--- src/rtl/deco_salida_pkg.sv ---
// Shared constants and types for the processor output-port decoder.
// Port IDs here are the defaults used by the decoder module parameters.
package deco_salida_pkg;

  localparam int DATA_W = 8;

  localparam logic [DATA_W-1:0] ID_DIRECCION = 8'h01;
  localparam logic [DATA_W-1:0] ID_DATO      = 8'h02;
  localparam logic [DATA_W-1:0] ID_INICIO    = 8'h03;
  localparam logic [DATA_W-1:0] ID_LEER      = 8'h04;
  localparam logic [DATA_W-1:0] ID_ESCRIBIR  = 8'h05;

  // Start requests towards the RTC bus controller.
  typedef struct packed {
    logic inicio;
    logic leer;
    logic escribir;
  } arranque_t;

endpackage

--- src/rtl/reg_carga_8b.sv ---
// Enable-loadable 8-bit register with asynchronous active-low clear.
module reg_carga_8b
  import deco_salida_pkg::*;
(
  input  logic              clk,
  input  logic              rst_n,
  input  logic              en,
  input  logic [DATA_W-1:0] d,
  output logic [DATA_W-1:0] q
);

  // NOTE: sequential state uses non-blocking (<=) so every flop samples
  // pre-edge values regardless of process ordering.
  always_ff @(posedge clk or negedge rst_n) begin
    if (!rst_n) begin
      q <= '0;
    end else if (en) begin
      q <= d;
    end
  end

endmodule

--- src/rtl/deco_registros_salida.sv ---
// Decodes processor output-port writes into RTC address/data registers and
// mutually exclusive start requests that are cleared by the controller's done pulse.
module deco_registros_salida
  import deco_salida_pkg::*;
#(
  parameter logic [DATA_W-1:0] P_ID_DIRECCION = ID_DIRECCION,
  parameter logic [DATA_W-1:0] P_ID_DATO      = ID_DATO,
  parameter logic [DATA_W-1:0] P_ID_INICIO    = ID_INICIO,
  parameter logic [DATA_W-1:0] P_ID_LEER      = ID_LEER,
  parameter logic [DATA_W-1:0] P_ID_ESCRIBIR  = ID_ESCRIBIR
) (
  input  logic              clk,
  input  logic              rst,
  input  logic [DATA_W-1:0] port_id,
  input  logic              W_Strobe,
  input  logic [DATA_W-1:0] port_out,
  input  logic              listo,
  output logic [DATA_W-1:0] direccion,
  output logic [DATA_W-1:0] dato,
  output logic              arranque_inicio,
  output logic              arranque_leer,
  output logic              arranque_escribir
);

  logic      carga_direccion;
  logic      carga_dato;
  arranque_t flags;
  arranque_t flags_next;

  // listo does not gate these loads: a register write in the done cycle still lands.
  assign carga_direccion = W_Strobe && (port_id == P_ID_DIRECCION);
  assign carga_dato      = W_Strobe && (port_id == P_ID_DATO);

  reg_carga_8b u_reg_direccion (
    .clk   (clk),
    .rst_n (rst),
    .en    (carga_direccion),
    .d     (port_out),
    .q     (direccion)
  );

  reg_carga_8b u_reg_dato (
    .clk   (clk),
    .rst_n (rst),
    .en    (carga_dato),
    .d     (port_out),
    .q     (dato)
  );

  // NOTE: flags_next gets a full default first so no path leaves it
  // unassigned, which would otherwise infer a latch.
  always_comb begin
    flags_next = flags;
    if (listo) begin
      flags_next = '0;
    end else if (W_Strobe) begin
      // Setting one request drops the other two; clearing touches only its own.
      if (port_id == P_ID_INICIO) begin
        if (port_out[0]) begin
          flags_next        = '0;
          flags_next.inicio = 1'b1;
        end else begin
          flags_next.inicio = 1'b0;
        end
      end else if (port_id == P_ID_LEER) begin
        if (port_out[0]) begin
          flags_next      = '0;
          flags_next.leer = 1'b1;
        end else begin
          flags_next.leer = 1'b0;
        end
      end else if (port_id == P_ID_ESCRIBIR) begin
        if (port_out[0]) begin
          flags_next          = '0;
          flags_next.escribir = 1'b1;
        end else begin
          flags_next.escribir = 1'b0;
        end
      end
    end
  end

  always_ff @(posedge clk or negedge rst) begin
    if (!rst) begin
      flags <= '0;
    end else begin
      flags <= flags_next;
    end
  end

  assign arranque_inicio   = flags.inicio;
  assign arranque_leer     = flags.leer;
  assign arranque_escribir = flags.escribir;

endmodule

--- config.mk ---
export PLATFORM = sky130hd
export DESIGN_NAME = deco_registros_salida
export DESIGN_NICKNAME = d
export VERILOG_FILES = /design/src/rtl/deco_salida_pkg.sv /design/src/rtl/reg_carga_8b.sv /design/src/rtl/deco_registros_salida.sv
export SDC_FILE = /design/constraint.sdc
export NUM_CORES = 1
export LEC_CHECK = 0
export BUFFER_PORTS_ARGS = -buffer_cell sky130_fd_sc_hd__buf_2
export CORE_MARGIN = 1
export CORE_UTILIZATION = 49
export CTS_CLUSTER_DIAMETER = 150
export DETAILED_ROUTE_END_ITERATION = 10
export HOLD_SLACK_MARGIN = 0.12
export PLACE_DENSITY = 0.93
export SYNTH_ARGS = -nofsm -noshare
export SYNTH_HDL_FRONTEND = slang
export SYNTH_SLANG_ARGS = --single-unit
export TNS_END_PERCENT = 20
--- constraint.sdc ---
create_clock -name clk -period 1.3 [get_ports clk]
set_input_delay 0.26 -clock clk [delete_from_list [all_inputs] [get_ports clk]]
set_output_delay 0.26 -clock clk [all_outputs]
set_load 0.02 [all_outputs]
==> flow_metrics.py <==
metrics = {
    "power_and_ir_drop": {
        "p_leak_nw": 0.638,
        "p_per_area_nw_per_um2": 894,
        "total_power_mw": 1.09,
        "vdd.ir_drop.worst_uv": 871,
    },
    "floorplanning": {
        "die-area_um2": 1990,
        "rows": 15,
        "die_w_um": 44.6,
        "coreArea_um2": 1710,
        "boundaryPins": 39,
        "die_y_um": 44.6,
        "initial_core_util_pct": 52.0,
    },
    "global_routing": {
        "track_usage_pct": 20.5,
        "grt_use_met3_pct": 1.22,
        "grt-ovfl-total": 0,
        "globalRouteMet2Util_pct": 37.9,
        "grt_max_degree": 20,
        "grt_antenna_before_repair": 0,
        "grt_pass1_wl_um": 2950,
        "grt_pass1_vias": 706,
        "grt_use_met1_pct": 25.0,
        "grt_busiest_layer": "met2",
    },
    "route": {
        "drc": 0,
        "antenna_left": 0,
        "wl_per_cell_um": 13.5,
        "dr.pass1.iters": 2,
        "routed_wl_um": 1820,
        "drt_iter0_drc": 5,
        "num_vias": 706,
        "viasPerCell": 5.23,
    },
    "clock_network": {
        "htreeDepth": 1,
        "cts_buffer_depth": 2,
        "clkLatencyLatePin_ns": 0.28,
        "clk_pin_slew_ns": 0.10,
        "cts_tree": "built",
        "clkSinkCount": 19,
        "root_buffer": "clkbuf_4",
        "numCtsBuffers": 3,
    },
    "yosys": {
        "syn_nets": 84,
        "synth_seq_cells": 19,
        "async_reset_ff_share_pct": 100,
        "yosys.area.top_type": "dfrtp_1",
        "synth_edf_count": 0,
        "yosys-top-cells-area": "dfrtp_1 54%, mux2_2 20%, nand3_2 2.3%",
        "synth_cell_types": 28,
        "syn_avg_cell_area_um2": 13.9,
        "synth_ff_type": "dfrtp_1",
        "syn_inst": 64,
        "yosysMostFrequentCell": "dfrtp_1",
        "yosysWarnings": 0,
        "netlist_area_um2": 888,
        "yosys-top-cells-count": "19 x dfrtp_1, 16 x mux2_2, 2 x a211oi_1, 2 x inv_1, 2 x nand3_2",
        "synth_top_area_share_pct": 53.5,
        "synth-seq-area-share_pct": 53.5,
    },
    "place": {
        "place_congestion": 0.916,
        "numPlacedInstances": 130,
        "numPortBuffers": 38,
        "dp_hpwl_um": 1380,
    },
    "timing": {
        "fmax_mhz": 817,
        "slew_headroom_pct": 72.9,
        "rsz0062_at_grt": "no",
        "skew_ns": 0,
        "finalHoldViolCount": 0,
        "tightest_slew_ns": 0.407,
        "min_period_over_period_pct": 94.2,
        "fin_setup_tns_ns": 0,
        "layout_min_cycle_time_ns": 1.22,
        "drv_slew": 0,
        "finalSetupViolCount": 0,
    },
    "layout": {
        "finalNonFillerCells": 135,
        "diodes": 0,
        "final_layout_size_suffix_gt1_share_pct": 65.5,
        "nFillCells": 126,
        "syn_to_final_growth_pct": 36.8,
        "seqCellArea_um2": 475,
        "multi_input_area_um2": 437,
        "layout.nets": 131,
    },
    "hold_path": {
        "holdPathStages": 2,
        "holdPathEnd": "arranque_leer$_DFFE_PN0P_",
        "min_path_type": "primary input to flop",
        "min-delay-start": "listo",
    },
    "worst_setup_path": {
        "critPathMaxFanout": 4,
        "r2r_start": "arranque_inicio$_DFFE_PN0P_",
        "required_ns": 1.51,
        "r2r_slack_ns": 0.47,
        "cp_data_arrival_time_ns": 1.44,
        "end_kind": "flop",
        "reg2reg_depth": 2,
        "path_class": "primary input to flop",
        "reg2reg_to": "arranque_inicio$_DFFE_PN0P_",
        "critPathLaunchType": "primary input",
    },
    "status": {
        "outcome": "completed",
    },
    "job": {
        "drv_cap": 0,
    },
}
[cell type report]
class	count	share of cell area, %
Inverter	2	0.618
Multi-Input combinational cell	41	35.9
Timing Repair Buffer	44	19.6
Clock buffer	4	2.16
Tap cell	25	2.57
Sequential cell	19	39.1
[cells by family (layout without fill, tap and decap cells)]
family	Yosys count	after routing	share of synthesized area, %
and+or+nand+nor	14	14	13.1
xor gates and xnor gates	1	1	0.986
AOI/OAI and AO/OA	9	9	8.31
muxes	17	17	21.4
buffers and inverters	4	50	2.68
DFF	19	19	53.5
[worst max-delay path, stage by stage]
cell	delay (ns)
buf_2	0.11
or4_4	0.59
a2111oi_4	0.22
o41ai_2	0.12
a21oi_1	0.14
[per-stage QoR]
step | hold slack [ns] | cell area, µm² | utilization [%] | setup WS, ns
finish | 0.170 | 1210 | 71.1 | 0.0757
CTS | 0.149 | 1200 | 70.4 | 0.00870
global route | 0.165 | 1210 | 71.1 | 0.00692
detailed placement | 0.210 | 1150 | 67.4 | -0.340
floorplan | -0.0356 | 908 | - | -0.0574
global placement | 0.206 | 1150 | 67.4 | -0.303
[power by group]
group / switching (mW) / leakage (nW) / total (mW) / internal [mW]
registers: 0.0114 / 0.263 / 0.626 / 0.614
clock network: 0.159 / 0.0150 / 0.279 / 0.119
logic: 0.105 / 0.360 / 0.182 / 0.0776
total: 0.275 / 0.638 / 1.09 / 0.811
[worst max path at each step]
stage                from                             to  slack (ns)  cells after the start
2_1_floorplan  port_id[1]  arranque_escribir$_DFFE_PN0P_       -0.06                      5
3_3_place_gp   port_id[5]    u_reg_dato.q[1]$_DFFE_PN0P_       -0.30                      5
3_5_place_dp   port_id[5]    u_reg_dato.q[3]$_DFFE_PN0P_       -0.34                      5
4_1_cts        port_id[5]    u_reg_dato.q[7]$_DFFE_PN0P_       0.009                      5
5_1_grt        port_id[2]    u_reg_dato.q[3]$_DFFE_PN0P_       0.007                      5
6_report       port_id[6]  arranque_escribir$_DFFE_PN0P_        0.08                      5
[sequential cells by signal, summed over array words and instances (netlist names)]
signal,flops
arranque_escribir,1
arranque_leer,1
u_reg_dato.q,8
u_reg_direccion.q,8
arranque_inicio,1
[placed cells by master, fill, tap and decap left out, types with 2 or more instances in the layout]
cell | Yosys | layout
nand3_4 | 0 | 2
clkbuf_4 | 0 | 3
mux2_2 | 16 | 16
dfrtp_1 | 19 | 19
inv_1 | 2 | 2
buf_4 | 0 | 5
buf_2 | 1 | 38
[metal layers]
layer  share of wire [%]  up-vias
li1                    -      331
met1                  44      339
met2                  50       34
met5                   0        -
met3                 5.1        2
met4                 1.0        0
[what timing repair did]
action / 4_1_cts / 5_1_grt
resized for setup: 2 / 3
pin swaps: 1 / 0
buffers inserted: 0 / 0
setup endpoints to repair: 8 / 17
endpoints found under the hold margin: 19 / 0
hold buffers: 1 / 0
No activity file was read; power rests on OpenSTA's default activity.
